**config.mk**
```make
export PLATFORM = sky130hd
export DESIGN_NAME = peak_hold_8
export DESIGN_NICKNAME = d
export VERILOG_FILES = /design/src/rtl/peak_hold_8.sv
export SDC_FILE = /design/constraint.sdc
export NUM_CORES = 1
export LEC_CHECK = 0
export CORE_MARGIN = 2
export CORE_UTILIZATION = 55
export DETAILED_ROUTE_END_ITERATION = 6
export PLACE_DENSITY = 0.92
export SLEW_MARGIN = 0
export SYNTH_ARGS = -nofsm -noshare
export SYNTH_HDL_FRONTEND = slang
export SYNTH_SLANG_ARGS = --single-unit
```
**constraint.sdc**
```tcl
create_clock -name clk_i -period 5 [get_ports clk_i]
set_clock_uncertainty 0.1 [all_clocks]
set_input_delay 1 -clock clk_i [delete_from_list [all_inputs] [get_ports clk_i]]
set_output_delay 1 -clock clk_i [all_outputs]
set_load 0.03 [all_outputs]
```
**src/rtl/peak_hold_8.sv**
```systemverilog
// Streaming 8-bit peak detector placed downstream of an external magnitude comparator.
// The running maximum drives the comparator reference operand. The comparator's active-low
// "not equal" and "not greater" flags steer the maximum, first-occurrence index and tie
// count over a frame of FRAME_LEN valid samples. The result is published with a DONE pulse.
module peak_hold_8 #(
  parameter int unsigned FRAME_LEN = 16,
  parameter int unsigned IDX_W     = 4
) (
  input  logic             clk_i,
  input  logic             rst_ni,
  input  logic             start_i,
  input  logic [7:0]       din_i,
  input  logic             din_vld_i,
  input  logic             cmp_ne_i,
  input  logic             cmp_ngt_i,
  output logic [7:0]       ref_o,
  output logic [7:0]       peak_o,
  output logic [IDX_W-1:0] peak_idx_o,
  output logic [IDX_W-1:0] tie_cnt_o,
  output logic             busy_o,
  output logic             done_o,
  output logic             prot_err_o
);

  // One extra bit so the counter can hold FRAME_LEN itself when FRAME_LEN == 2**IDX_W.
  localparam int unsigned CntW = IDX_W + 1;
  localparam logic [CntW-1:0]  LastCnt = CntW'(FRAME_LEN - 1);
  localparam logic [IDX_W-1:0] TieMax  = {IDX_W{1'b1}};

  typedef enum logic [1:0] {
    StIdle,
    StFirst,
    StRun,
    StFin
  } state_e;

  state_e           state_q;
  logic [7:0]       ref_q;
  logic [7:0]       peak_q;
  logic [IDX_W-1:0] peak_idx_q;
  logic [IDX_W-1:0] tie_cnt_q;
  logic [IDX_W-1:0] widx_q;
  logic [IDX_W-1:0] wtie_q;
  logic [CntW-1:0]  cnt_q;
  logic             busy_q;
  logic             done_q;
  logic             prot_err_q;

  logic             greater;
  logic             equal;
  logic             bad_flags;
  logic             last_smp;
  logic [7:0]       ref_d;
  logic [IDX_W-1:0] widx_d;
  logic [IDX_W-1:0] wtie_d;

  // Decode the comparator flags into the working-register update for one RUN sample.
  always_comb begin
    greater   = ~cmp_ngt_i;
    equal     = ~cmp_ne_i;
    // Both flags low is impossible for a healthy comparator; it is resolved as "greater".
    bad_flags = greater & equal;
    last_smp  = (cnt_q == LastCnt);
    ref_d     = ref_q;
    widx_d    = widx_q;
    wtie_d    = wtie_q;
    if (greater) begin
      ref_d  = din_i;
      widx_d = cnt_q[IDX_W-1:0];
      wtie_d = '0;
    end else if (equal && (wtie_q != TieMax)) begin
      wtie_d = wtie_q + 1'b1;
    end
  end

  // Frame sequencer; every output is a register so DONE/BUSY/PEAK change on the same edge.
  always_ff @(posedge clk_i or negedge rst_ni) begin
    if (!rst_ni) begin
      state_q    <= StIdle;
      ref_q      <= '0;
      peak_q     <= '0;
      peak_idx_q <= '0;
      tie_cnt_q  <= '0;
      widx_q     <= '0;
      wtie_q     <= '0;
      cnt_q      <= '0;
      busy_q     <= 1'b0;
      done_q     <= 1'b0;
      prot_err_q <= 1'b0;
    end else begin
      done_q <= 1'b0;
      unique case (state_q)
        StIdle: begin
          if (start_i) begin
            state_q    <= StFirst;
            busy_q     <= 1'b1;
            prot_err_q <= 1'b0;
            widx_q     <= '0;
            wtie_q     <= '0;
          end
        end
        StFirst: begin
          // First sample seeds the maximum; the comparator flags are meaningless here.
          if (din_vld_i) begin
            ref_q   <= din_i;
            widx_q  <= '0;
            wtie_q  <= '0;
            cnt_q   <= CntW'(1);
            state_q <= StRun;
          end
        end
        StRun: begin
          if (din_vld_i) begin
            ref_q  <= ref_d;
            widx_q <= widx_d;
            wtie_q <= wtie_d;
            cnt_q  <= cnt_q + 1'b1;
            if (bad_flags) begin
              prot_err_q <= 1'b1;
            end
            if (last_smp) begin
              // Publish from the post-update values so the last sample is included.
              state_q    <= StFin;
              done_q     <= 1'b1;
              busy_q     <= 1'b0;
              peak_q     <= ref_d;
              peak_idx_q <= widx_d;
              tie_cnt_q  <= wtie_d;
            end
          end
        end
        StFin: begin
          state_q <= StIdle;
        end
        default: begin
          state_q <= StIdle;
        end
      endcase
    end
  end

  assign ref_o      = ref_q;
  assign peak_o     = peak_q;
  assign peak_idx_o = peak_idx_q;
  assign tie_cnt_o  = tie_cnt_q;
  assign busy_o     = busy_q;
  assign done_o     = done_q;
  assign prot_err_o = prot_err_q;

endmodule
```
-- Word level (Yosys, flattened, before mapping)
Index checks and enable logic that the tools add are counted.
- register bits after elaboration: 42
- bits in latches: 0
- bits in writable memories: 0
- memory bits (read-only): 0
- bits of input ports: 14
- logic and storage cells: 69
- memories kept: 0
- add/subtract/negate cells: 2
- multiply operators: 0
- divide/modulo/power cells: 0
- order comparisons: 0
- equality and inequality tests: 10
- shift operators: 0
- multiplexer cells: 32
- bitwise operators: 3
- reduce and logical (&&, ||, !) cells: 11
- operators with widths (kind ; number):
    4-bit 2-to-1 mux ; 7
    8-bit 2-to-1 mux ; 3
    4-bit case mux with 3 select lines ; 2
    8-bit case mux with 2 select lines ; 1
    4-bit AND reduction ; 4
    5-bit 2-to-1 mux ; 2
    2-bit inequality test (second input constant) ; 5
    5-bit case mux with 2 select lines ; 1
    1-bit 2-to-1 mux ; 9
    2-bit 2-to-1 mux ; 4
    2-bit case mux with 4 select lines ; 1
    3-bit AND reduction ; 2
    5-bit by 1-bit adder with 5-bit output (second input constant) ; 1
    5-bit by 4-bit == test with 1-bit output (second input constant) ; 1
    4-bit by 1-bit adder with 4-bit output (second input constant) ; 1
    2-bit == test (second input constant) ; 2
    4-bit inequality test (second input constant) ; 1
    1-bit case mux with 2 select lines ; 2
    2-bit nonzero test ; 2
    3-bit nonzero test ; 1
    2-bit by 1-bit == test with 1-bit output (second input constant) ; 1
    2-bit logical NOT ; 1
    1-bit inverter ; 2
    1-bit bitwise AND ; 1
    1-bit logical AND ; 1

-- Logic depth before layout (Yosys ltp)
Gate-level depths: netlist (run 1).
- word-level depth: 6
- depth in mapped cells: 8
- depth with buffers taken out: 7

-- Worst setup path before layout (run 1)
OpenSTA, ideal clock, no wires.
- path type: input to register
- from: input din_vld_i
- to: register wtie_q[0]
- setup time: 0.144 ns
- data arrival time: 1.847 ns
- setup slack: 2.909 ns
- cell stages on the path: 6
- path buffers: 2
- cell sequence: buf_2 > o21bai_1 > nand3b_1 > buf_2 > mux2i_1 > o21ai_0
- word-level cells in the longest chain between the ends: 2
- elaborated cells between the ends (all ways): 3
- RTL lines (item ; RTL line ; text):
    start, declared ; 13 ; input logic din_vld_i,
    2-bit inequality test (no source line) ; n/a ;
    4-bit AND reduction (no source line) * ; n/a ;
    end signal, assigned ; 116 ; wtie_q <= wtie_d;
    end, declared ; 43 ; logic [IDX_W-1:0] wtie_q;
Mark *: on every way between the ends. The rest lies on a longest branch, timed or not.
A chain may end at the register's enable or synchronous reset.

-- Final worst setup path (run 1)
- from: input din_vld_i
- to: register tie_cnt_q[3], in the netlist tie_cnt_o[3]
- word-level cells in the longest chain between the ends: 1
- RTL lines (item ; RTL line ; text):
    3-bit AND reduction (no source line) ; n/a ;
    end signal, assigned ; 128 ; tie_cnt_q <= wtie_d;
    end, declared ; 41 ; logic [IDX_W-1:0] tie_cnt_q;
Every way passes these cells.

==> results by stage, run 1 <==
Outcome:
- The flow ran to the end, and the final reports show no timing, DRC or antenna violations.

Layout:
- The number of nets in the final layout is 257.
- The fraction of final layout cells with drive strength greater than 1 is 8.09%.
- The repair_antennas step left the layout with diodes totalling 0.
- The area overhead of the layout relative to synthesis is 24.5%.
- The number of filler cells placed in the layout is 279.
- The sequential cells in the finished layout cover a total of about 0.0011 mm2.
- The finished layout holds 283 standard cells, fillers aside.
- In the final layout, the multi-input gates occupy 906 um2.

Hold path:
- The class of the most critical hold timing path is reg2reg.
- The startpoint identified for the worst hold timing path is tie_cnt_o[0].
- The number of cells on the worst hold path is 2.

CTS:
- The clock-pin slew of the registers on the worst-case setup and hold paths is 0.07 ns.
- The clock passes through at most 2 buffers.
- The total CTS buffers is 5.
- The CTS tree is built.
- Counting every sink on the clock net gives 42.
- The cts-stage hold buffer count is 0.
- The post-cts gate resize count is 0.
- The H-tree was split into 2 levels.
- The post-CTS setup buffer count is 0.
- CTS placed an instance of sky130_fd_sc_hd__clkbuf_8 at the clock tree root.
- The clock insertion delay at the later pin of the skew report is 0.29 ns.

Worst setup path:
- The buffering stage count on the worst path with inverters included is 2.
- The maximum net fanout on the critical path is 30.
- The type of the worst setup path is in2reg.
- The arrival time at the worst endpoint is 2.95 ns.
- Traced cell by cell, the critical path runs through clkdlybuf4s50_1, nand3_1, inv_1, nand2_1, o21ai_0.
- The largest individual stage delay along the critical path comes from the cell sky130_fd_sc_hd__nand3_1.
- The number of cell instances on the worst register-to-register path is 6.
- The flop-to-flop setup slack is ~2.2 ns.
- The critical register-to-register path startpoint is state_q[0].
- The largest incremental delay on the critical path is 0.71 ns.
- At the worst endpoint, the required time is 5.10 ns.
- STA classifies the critical path endpoint as a register.
- The kind of launch point of the worst setup path is an input pin.
- The largest delay contributor family on the critical path is buffers and inverters.
- The worst setup path startpoint is din_vld_i.
- The total number of cells along the worst setup path is 5.

Timing:
- The final critical-path share of the clock period is 56.9%.
- Setup repair after global routing left no endpoint under its margin.
- The slew at the pin closest to its max-slew limit is 0.911 ns.
- The count of endpoints failing hold in the final timing report is 0.
- The final count of pins violating max slew was 0.
- After layout, the worst setup slack is 2.15 ns.
- The worst pin sits at a relative slew slack of 39.1%.
- The maximum operating frequency is 351 MHz.
- On the final layout, the worst hold slack is 0.376 ns.
- Adding up every negative setup slack in the final design gives 0 ns.
- The number of endpoints failing setup at the final stage is 0.
- After layout, the minimum clock period comes to 2.85 ns.

Power and ir drop:
- Overall power consumption after layout is estimated at 1.20 mW.
- The leakage power total is 1.12 nW.
- VDD sags by at most 331 uV.
- In this run the power density over the cells is between 400 and 500 mW/mm2.

Floorplan:
- The floorplan step set the die height to 64.7 um.
- The overall die width is 64.7 um.
- The number of top-level design ports is 41.
- The floorplan step defined a die boundary enclosing 0.00418 mm2.
- The area of the core is between 0.003 and 0.004 mm2.
- For this configuration, the core starts out at a cell density of a little under three fifths.
- The total number of placement rows is 22.

Placement:
- Timing analysis after detailed placement gives a worst setup slack of 1.90 ns.
- The number of placed instances, taps included, is around 280.
- During placement, the flow inserted port buffers numbering 40.
- The HPWL after detailed placement is around 2.7 mm.
- The final weighted congestion of routability-driven global placement is 0.776.

Run:
- The reported max-cap violation count is 0.

Logic synthesis:
- The cell area after synthesis is roughly 0.0020 mm2.
- When the netlist entered floorplanning its net count stood at 219.
- During synthesis, Yosys emitted a total of 0 warnings.
- The average size of a mapped cell is 10.3 um2.
- The distinct cell type count after synthesis is 33.
- The register bit total from synthesis is 42.
- The register area share after synthesis is 51.9%.
- sky130_fd_sc_hd__dfrtp_1 takes more of the synthesized area than any other cell.
- The area share of the largest cell type after synthesis is between 50% and 60%.
- The predominant post-synthesis flop cell is sky130_fd_sc_hd__dfrtp_1.
- Counting every instance in the synthesized netlist gives 197.
- Sorting the synthesized cells by area gives the leading types as sky130_fd_sc_hd__dfrtp_1 52%, sky130_fd_sc_hd__mux2i_1 7.4%, sky130_fd_sc_hd__nand2_1 7.0%.
- The number of synthesized flops with an enable pin is 0.
- In the synthesized netlist the async set-or-reset flop fraction comes to 100%.

Route:
- The average wire length per cell after detail routing is 13.7 um.
- For this block, the via count after detailed routing is around 1500.
- The number of remaining DRC errors is 0.
- The total wirelength of the detailed-routed design is between 3 and 4 mm.
- The first detailed-routing pass ran for 4 iterations.
- The violation count after the first detailed-routing iteration is 104.
- The average vias per placed instance is 5.46.
- The count of nets left with antenna violations after detail routing is 0.

GRT:
- The number of global-route vias before repair is 1473.
- The leftover overflow at the end of global routing is 0.
- The global router's overall resource usage is 20.9%.
- The global-route wire length before repair is 6.73 mm.
- The number of antenna violations at the first check in global routing is 0.
- Entering global routing, the biggest net connects 43 pins.
-- flip-flops by register name, summed over array words and instances, names as in the netlist --
register	cells
peak_idx_o	4
wtie_q	4
cnt_q	5
peak_o	8
widx_q	4
ref_o	8
busy_o	1
tie_cnt_o	4
state_q	2
done_o	1
prot_err_o	1
-- power by group --
part	internal (mW)	switching, mW	leakage [nW]	total, mW
logic	0.220	0.274	0.525	0.494
clock network	0.0937	0.108	0.0438	0.201
registers	0.423	0.0777	0.553	0.501
total	0.736	0.459	1.12	1.20
-- logic make-up after synthesis --
logic type | count (synthesis) | share of synthesized area, %
AOI/OAI and AO/OA | 42 | 12.4
xor gates and xnor gates | 1 | 0.433
adders and majority gates | 8 | 4.94
buffers and inverters | 16 | 3.34
DFF | 42 | 51.9
muxes | 24 | 12.4
and+or+nand+nor | 64 | 14.6
-- cell usage after synthesis (2+ instances only) --
library cell / n
sky130_fd_sc_hd__dfrtp_1: 42
sky130_fd_sc_hd__nor2_1: 4
sky130_fd_sc_hd__a31oi_1: 2
sky130_fd_sc_hd__mux2i_1: 15
sky130_fd_sc_hd__nand2b_1: 2
sky130_fd_sc_hd__inv_1: 6
sky130_fd_sc_hd__a21oi_1: 4
sky130_fd_sc_hd__buf_2: 6
sky130_fd_sc_hd__nand3_1: 9
sky130_fd_sc_hd__ha_1: 8
sky130_fd_sc_hd__nand2_1: 38
sky130_fd_sc_hd__clkbuf_1: 2
sky130_fd_sc_hd__nor3b_1: 2
sky130_fd_sc_hd__mux2_2: 9
sky130_fd_sc_hd__o21ai_0: 24
sky130_fd_sc_hd__buf_1: 2
sky130_fd_sc_hd__nand3b_1: 2
sky130_fd_sc_hd__o211ai_1: 5
-- cell type report --
type	instances	area share, %
clock buffer	5	2.73
inverter	6	0.893
tap	48	2.38
timing repair buffer	41	16.0
sequential	42	41.7
multi-input combinational	139	35.9
clock inverter	2	0.397
-- layer usage --
layer	share of wire, %	vias to the layer above	GRT usage, %	wire, um
met5	0	-	0	0
met4	0.75	0	5.59	29
met3	5.8	4	5.21	225
met2	47	52	34.2	1820
met1	47	721	27.7	1800
li1	-	767	-	-
-- stage by stage --
step                      cell area, um2  utilization (%)
after global routing                2520             69.9
after global placement              2440             67.7
final                               2520             69.9
after CTS                           2520             69.9
after detailed placement            2440             67.7
after floorplan                     2020                -
-- placed cells by master (no fill, tap or decap), types with 2 or more instances in the layout --
master	netlist	routed
sky130_fd_sc_hd__a31oi_1	2	2
sky130_fd_sc_hd__nand3b_1	2	2
sky130_fd_sc_hd__nand3_1	9	9
sky130_fd_sc_hd__mux2i_1	15	15
sky130_fd_sc_hd__nor3b_1	2	2
sky130_fd_sc_hd__clkdlybuf4s50_1	0	39
sky130_fd_sc_hd__clkbuf_8	0	5
sky130_fd_sc_hd__clkinv_2	0	2
sky130_fd_sc_hd__dfrtp_1	42	42
sky130_fd_sc_hd__nand2_1	38	38
sky130_fd_sc_hd__nor2_1	4	4
sky130_fd_sc_hd__inv_1	6	6
sky130_fd_sc_hd__o211ai_1	5	5
sky130_fd_sc_hd__a21oi_1	4	4
sky130_fd_sc_hd__nand2b_1	2	2
sky130_fd_sc_hd__ha_1	8	8
sky130_fd_sc_hd__mux2_2	9	9
sky130_fd_sc_hd__o21ai_0	24	24
-- worst paths after layout --
| path | endpoint |
|---|---|
| max reg2reg | tie_cnt_o[3] |
| min in group asynchronous | ref_o[1] |
| max in group asynchronous | peak_o[1] |
| min reg2reg | tie_cnt_o[0] |
| max | tie_cnt_o[3] |
| min | tie_cnt_o[0] |
-- worst min-delay path: cells and delay by family (launching register included) --
kind | cells | cell delay (ns)
flops | 1 | 0.34
simple gates | 2 | 0.11
Power figures use the tool's default switching activity.
==> run 2, diff against run 1 <==
CORE_UTILIZATION = 51   (was 55)
PLACE_DENSITY = 0.86   (was 0.92)
clock period = 2.85 ns   (was 5 ns; I/O delays follow)
==> results by stage, run 2 (synthesized netlist as in run 1, its figures left out) <==
Outcome:
- The flow ran to the end, and the final reports show no timing, DRC or antenna violations.

Route:
- The average vias per placed instance came to 5.41 (-0.76%).
- The number of remaining DRC errors is 0 (unchanged).
- The first-pass detailed-route iteration total came to 4 (unchanged).
- The violation count after the first detailed-routing iteration is 68 (-35%).
- The number of vias after detailed routing is 1554 (+0.65%).
- The total wirelength of the detailed-routed design came to 4.13 mm (+6.5%).
- The average wire length per cell after detail routing is 14.4 um (+5.1%).
- The count of nets left with antenna violations after detail routing is 0 (unchanged).

GRT:
- The global router's overall resource usage is 20.6% (-0.20 points).
- The maximum number of pins on one net before global-route repair is 43 (unchanged).
- The number of antenna violations at the first check in global routing came to 0 (unchanged).
- The leftover overflow at the end of global routing is 0 (unchanged).
- The global-route wire length before repair came to 6.84 mm (+1.6%).
- The number of global-route vias before repair came to 1470 (-0.20%).

Power and ir drop:
- The power per cell area came to 901 mW/mm2 (+90%).
- The internal power summed over all cells is 1.52 mW (+110%).
- The leakage power total is 1.16 nW (+3.7%).
- The power share of the sequential group came to 37.3% (-4.6 points).
- The net switching component of the power was 0.827 mW (+80%).
- The switching share of total power is 35.2% (-3.2 points).
- The combinational cell fraction of total power is 38.1% (-3.2 points).
- The fraction of power consumed by the clock network was 24.6% (+7.8 points).
- The largest vdd supply drop was 456 uV (+38%).

Worst setup path:
- In this run the worst setup path begins at state_q[0].
- STA classifies the critical path endpoint as a register.
- The largest incremental delay on the critical path was 0.42 ns (-0.29 ns).
- The arrival time at the worst endpoint came to 2.20 ns (-0.75 ns).
- The kind of launch point of the worst setup path is a register.
- The kind of cell with the highest combined delay along the critical path is buffers and inverters.
- The endpoint identified for the worst register-to-register timing path is tie_cnt_o[1].
- The type of the worst setup path is reg2reg.
- The critical path goes through inv_1, ha_1, buf_4, nand3_1, buf_4, inv_1, nand2_1, o21ai_0.
- The flop-to-flop setup slack is 0.77 ns (-1.42 ns).
- The worst setup path endpoint is tie_cnt_o[1].
- The highest-delay cell along the critical path is sky130_fd_sc_hd__dfrtp_1.
- The number of cell instances on the worst register-to-register path was 8 (+2).
- The maximum net fanout on the critical path came to 30 (unchanged).
- The total number of cells along the worst setup path is 8 (+3).
- The endpoint required time on the critical path is 2.97 ns (-2.13 ns).
- The buffering stage count on the worst path with inverters included is 4 (+2).
- The worst register-to-register path begins at state_q[0].

Placement:
- The number of port buffers is 40 (unchanged).
- The half-perimeter wire length after detailed placement came to 2.94 mm (+7.6%).
- The worst-case setup slack after placement is 0.474 ns (-1.42 ns).
- The final weighted congestion of routability-driven global placement is 0.813 (+4.7%).

Timing:
- The count of endpoints failing hold in the final timing report is 0 (unchanged).
- The routed design could run at a clock period as short as approximately 2.1 ns.
- The final count of pins violating max slew is 0 (unchanged).
- The number of endpoints failing setup at the final stage is 0 (unchanged).
- Setup repair after global routing left no endpoint under its margin.
- The slew at the pin closest to its max-slew limit is 0.944 ns (+0.0335 ns).
- The worst-case headroom to the max-slew limit came to 37.1% (-2.1 points).
- Derived from the worst setup path, the maximum achievable clock frequency is 481 MHz.
- The accumulated negative setup slack is 0 ns (unchanged).
- The worst setup slack after layout is 0.770 ns (-1.38 ns).
- The final critical-path share of the clock period is 73.0%.

CTS:
- The clock tree root buffer cell is sky130_fd_sc_hd__clkbuf_8.
- The clock-pin slew of the registers on the worst-case setup and hold paths was 0.08 ns (about the same).
- The post-CTS setup buffer count is 0 (unchanged).
- The total CTS buffers is 5 (unchanged).
- The cts-stage hold buffer count was 0 (unchanged).
- The TritonCTS sink count was 42 (unchanged).
- The clock insertion delay at the later pin of the skew report was 0.29 ns (about the same).
- The number of levels the H-tree was split into was 2 (unchanged).
- TritonCTS built the clock tree.
- The maximum number of buffers from clock root to sink is 2 (unchanged).
- The post-cts gate resize count is 0 (unchanged).

Layout:
- The most frequent standard cell in the layout excluding fill and tap cells is sky130_fd_sc_hd__dfrtp_1.
- The area growth from synthesis to layout is 28.8%.
- The fraction of final layout cells with drive strength greater than 1 came to 9.62% (+1.5 points).
- The number of filler cells placed in the layout is 307 (+10%).
- In the layout the commonest cells are 42 x sky130_fd_sc_hd__dfrtp_1, 39 x sky130_fd_sc_hd__clkdlybuf4s50_1, 38 x sky130_fd_sc_hd__nand2_1, 24 x sky130_fd_sc_hd__o21ai_0, 15 x sky130_fd_sc_hd__mux2i_1.
- The number of antenna cells inserted is 0 (unchanged).
- The number of nets in the final layout is 260 (+1.2%).

Run:
- The reported max-cap violation count was 0 (unchanged).

Floorplan:
- The overall die width is 67.0 um (+3.6%).
- The total number of placement rows is 22 (unchanged).
- The area of the core is 0.00374 mm2 (+3.8%).
- The initial core utilization was 54.1% (-2.1 points).
- The number of top-level design ports is 41 (unchanged).
- The overall die height is 67.0 um (+3.6%).
- The total die area was 0.00449 mm2 (+7.4%).

Hold path:
- The class of the most critical hold timing path is in2async.
-- run 2: cell count changes in the layout (fill, tap and decap cells not counted), sizes merged --
cell and delta:
bufinv +2, clkinv -2, clkbuf +1, buf +3
-- run 2: layout make-up --
| type | count | area, um2 | share of cell area (%) |
|---|---|---|---|
| inverter | 6 | 22.5 | 0.864 |
| clock inverter | 2 | 60.1 | 2.30 |
| multi-input combinational | 139 | 906 | 34.7 |
| tap | 48 | 60.1 | 2.30 |
| sequential | 42 | 1050 | 40.3 |
| clock buffer | 6 | 82.6 | 3.17 |
| timing repair buffer | 44 | 425 | 16.3 |
-- run 2: metrics by stage --
step | cell area, um2 | power (mW) | hold slack, ns | std cells | utilization (%)
after global placement | 2460 | 1.75 | 0.360 | 279 | 65.8
final | 2610 | 2.35 | 0.311 | 287 | 69.7
after floorplan | 2020 | 1.47 | 0.174 | 197 | -
after detailed placement | 2460 | 1.79 | 0.370 | 279 | 65.8
after CTS | 2610 | 2.36 | 0.334 | 287 | 69.7
after global routing | 2610 | 2.49 | 0.395 | 287 | 69.7
-- run 2: worst min path at each step --
stage / to / slack, ns / depth (start not counted)
floorplan: busy_o / 0.17 / 0
global placement: tie_cnt_o[2] / 0.36 / 2
detailed placement: tie_cnt_o[2] / 0.37 / 2
CTS: peak_o[0] / 0.33 / 1
global route: peak_o[4] / 0.40 / 1
finish: peak_o[0] / 0.31 / 1
-- run 2: power groups by stage --
stage,Combinational (mW),Clock (mW),Sequential [mW]
final,0.895,0.579,0.876
after global routing,0.981,0.615,0.899
after CTS,0.902,0.588,0.874
after detailed placement,0.900,0,0.886
after global placement,0.870,0,0.878
after floorplan,0.453,0,1.01
-- run 2: worst reg2reg max path: stages, from the launching register on --
cell and delay, ns:
sky130_fd_sc_hd__dfrtp_1 0.42, sky130_fd_sc_hd__inv_1 0.12, sky130_fd_sc_hd__ha_1 0.41, sky130_fd_sc_hd__buf_4 0.27
sky130_fd_sc_hd__nand3_1 0.09, sky130_fd_sc_hd__buf_4 0.23, sky130_fd_sc_hd__inv_1 0.13, sky130_fd_sc_hd__nand2_1 0.08
sky130_fd_sc_hd__o21ai_0 0.17
-- run 2: metal layers --
layer | routed length (um) | up-vias | global-route usage (%)
li1 | - | 772 | -
met1 | 1950 | 729 | 26.5
met2 | 1870 | 48 | 33.4
met3 | 254 | 5 | 5.41
met4 | 57 | 0 | 7.65
met5 | 0 | - | 0
==> run 3, diff against run 2 <==
clock period = 1.95 ns   (was 2.85 ns; I/O delays follow)
==> results by stage, run 3 (synthesized netlist as in run 1, its figures left out) <==
Outcome:
- The flow ran to the end, and the final reports show no timing, DRC or antenna violations.

Floorplan:
- The total number of placement rows is 22 (unchanged).
- The overall die height is 67.0 um (unchanged).
- The overall die width is 67.0 um (unchanged).
- The initial core utilization is 54.1% (unchanged).
- The total die area was 0.00449 mm2 (unchanged).
- The number of top-level design ports is 41 (unchanged).
- The area of the core is 0.00374 mm2 (unchanged).

Layout:
- The final design utilization is 72.2% (+2.5 points).
- The number of nets in the final layout is 272 (+4.6%).
- From synthesis to final layout, the design area changed by 33.5%.
- The number of antenna cells inserted is 0 (unchanged).
- Leaving out fill and tap cells, the most frequent cell in the layout is sky130_fd_sc_hd__dfrtp_1.
- The fraction of final layout cells with drive strength greater than 1 is 13.9% (+4.3 points).
- In the layout the commonest cells are 42 x sky130_fd_sc_hd__dfrtp_1, 39 x sky130_fd_sc_hd__clkdlybuf4s50_1, 38 x sky130_fd_sc_hd__nand2_1, 24 x sky130_fd_sc_hd__o21ai_0, 15 x sky130_fd_sc_hd__mux2i_1.
- The number of filler cells placed in the layout is 260 (-15%).
- The final instance count without filler cells is 299 (+4.2%).

Worst setup path:
- The worst setup path is of the reg2out kind.
- The arrival time at the worst endpoint came to 1.36 ns (-0.84 ns).
- STA classifies the critical path endpoint as a primary output.
- The critical register-to-register path startpoint is cnt_q[0].
- The destination of the worst register-to-register timing path is peak_o[4].
- The number of cell instances on the worst register-to-register path was 7 (-1).
- The total number of cells along the worst setup path was 1 (-7).
- The maximum net fanout on the critical path is 3 (-90%).
- The kind of launch point of the worst setup path is a register.
- Walking the worst path, the cells encountered are clkdlybuf4s50_1.
- The buffering stage count on the worst path with inverters included is 1 (-3).
- The endpoint required time on the critical path is 1.46 ns (-1.51 ns).
- The flop-to-flop setup slack is 0.11 ns (-0.66 ns).
- The largest incremental delay on the critical path is 0.69 ns (+0.27 ns).
- The largest delay contributor family on the critical path is buffers and inverters.
- The highest-delay cell along the critical path is sky130_fd_sc_hd__clkdlybuf4s50_1.

Power and ir drop:
- The combinational cell fraction of total power is 44.2% (+6.1 points).
- The internal power summed over all cells is 2.06 mW (+35%).
- The net switching component of the power is 1.26 mW (+52%).
- The largest vdd supply drop is 826 uV (+81%).
- The fraction of power consumed by the clock network was 17.5% (-7.1 points).
- The leakage power total was 1.21 nW (+4.0%).
- The power per cell area is 1230 mW/mm2 (+36%).
- The power share of the sequential group came to 38.3% (+1.0 points).
- The switching share of total power came to 38.0% (+2.8 points).

Timing:
- The routed design could run at a clock period as short as between 1.5 and 2 ns.
- The slew at the pin closest to its max-slew limit came to 0.518 ns (-0.426 ns).
- The accumulated negative setup slack is 0 ns (unchanged).
- The worst setup slack after layout is 0.0955 ns (-0.674 ns).
- The final count of pins violating max slew is 0 (unchanged).
- The count of endpoints failing hold in the final timing report is 0 (unchanged).
- The worst-case headroom to the max-slew limit is 65.1% (+28 points).
- Setup repair after global routing left no endpoint under its margin.
- The worst path uses 95.1% of the clock period.
- The worst hold margin was 0.393 ns (+0.0818 ns).
- The number of endpoints failing setup at the final stage is 0 (unchanged).
- Based on the critical path, the design can be clocked at up to 539 MHz.

CTS:
- The CTS tree is built.
- The number of levels the H-tree was split into came to 2 (unchanged).
- The clock-pin slew of the registers on the worst-case setup and hold paths came to 0.08 ns (about the same).
- The maximum number of buffers from clock root to sink is 2 (unchanged).
- The total CTS buffers is 5 (unchanged).
- The clock insertion delay at the later pin of the skew report came to 0.29 ns (about the same).
- The TritonCTS sink count is 42 (unchanged).
- The clock tree root buffer cell is sky130_fd_sc_hd__clkbuf_8.
- The post-CTS setup buffer count came to 0 (unchanged).

Route:
- The number of remaining DRC errors is 0 (unchanged).
- The count of nets left with antenna violations after detail routing is 0 (unchanged).
- The total wirelength of the detailed-routed design is 4.59 mm (+11%).
- The average vias per placed instance is 5.54 (+2.3%).
- The number of vias after detailed routing is 1657 (+6.6%).
- The first-pass detailed-route iteration total was 4 (unchanged).
- The violation count after the first detailed-routing iteration is 141 (+110%).
- The average wire length per cell after detail routing was 15.3 um (+6.5%).

Hold path:
- The class of the most critical hold timing path is reg2reg.
- Along the worst hold path, the cell count comes to 2.
- The startpoint of the worst hold path is peak_idx_o[1].
- For hold timing, the worst endpoint is peak_idx_o[1].

Placement:
- The final weighted congestion of routability-driven global placement came to 0.841 (+3.4%).
- The number of port buffers is 40 (unchanged).
- The worst-case setup slack after placement is -0.0194 ns (-0.493 ns).
- The half-perimeter wire length after detailed placement came to 3.30 mm (+12%).
- The instance count after placement with tap cells included is 290 (+3.9%).

GRT:
- The global router's overall resource usage is 22.4% (+1.8 points).
- The number of antenna violations at the first check in global routing came to 0 (unchanged).
- The maximum number of pins on one net before global-route repair is 43 (unchanged).
- The number of global-route vias before repair is 1535 (+4.4%).
- The global-route wire length before repair is 7.40 mm (+8.1%).
- The leftover overflow at the end of global routing came to 0 (unchanged).

Run:
- The reported max-cap violation count is 0 (unchanged).
## run 3: cell types whose count changed in the layout (fill, tap and decap cells not counted), sizes merged
cell / change
buf: +11
bufinv: -2
clkinv: +1
clkinvlp: +1
dlygate4sd3: +1
## run 3: repair_timing
item	in CTS	in global routing
endpoints found under the setup margin	0	35
gates resized for setup	0	2
hold buffers	1	0
hold endpoints to repair	42	0
## run 3: layer usage
metal | vias up | wire (um) | track usage, %
met2 | 63 | 2260 | 38.9
met4 | 0 | 53 | 6.89
met3 | 5 | 262 | 4.73
met5 | - | 0 | 0
met1 | 793 | 2010 | 27.8
li1 | 796 | - | -
## run 3: how the worst max path moves through the flow
stage / to / slack [ns] / from
floorplan: peak_o[3] / 0.11 / cnt_q[0]
global placement: wtie_q[3] / 0.04 / cmp_ne_i
detailed placement: wtie_q[3] / -0.02 / cmp_ne_i
CTS: peak_o[4] / 0.03 / state_q[0]
global route: tie_cnt_o[2] / 0.03 / cnt_q[1]
finish: ref_o[1] / 0.1 / ref_o[1]
## run 3: final cells by class
type	instances	area (um2)	area share, %
Tap cell	48	60.1	2.22
Clock buffer	6	82.6	3.06
Timing Repair Buffer	56	556	20.6
Sequential cell	42	1050	38.9
Inverter	6	22.5	0.833
Multi-Input combinational cell	139	918	34.0
Clock inverter	2	12.5	0.463
## run 3: worst min-delay path: stages (launching register included)
cell	delay [ns]
sky130_fd_sc_hd__dfrtp_1	0.35
sky130_fd_sc_hd__nand2_1	0.04
sky130_fd_sc_hd__o21ai_0	0.07
## run 3: power by group through the flow
stage               Clock, mW  Sequential (mW)  Combinational [mW]
floorplan                   0             1.48               0.662
global placement            0             1.26                1.38
detailed placement          0             1.28                1.44
CTS                     0.588             1.26                1.45
global route            0.630             1.30                1.59
finish                  0.580             1.27                1.47
## run 3: metrics by stage
stage / power [mW] / cell area (um2)
after global routing: 3.52 / 2700
after CTS: 3.30 / 2690
after floorplan: 2.14 / 2020
after detailed placement: 2.72 / 2580
after global placement: 2.65 / 2580
final: 3.32 / 2700
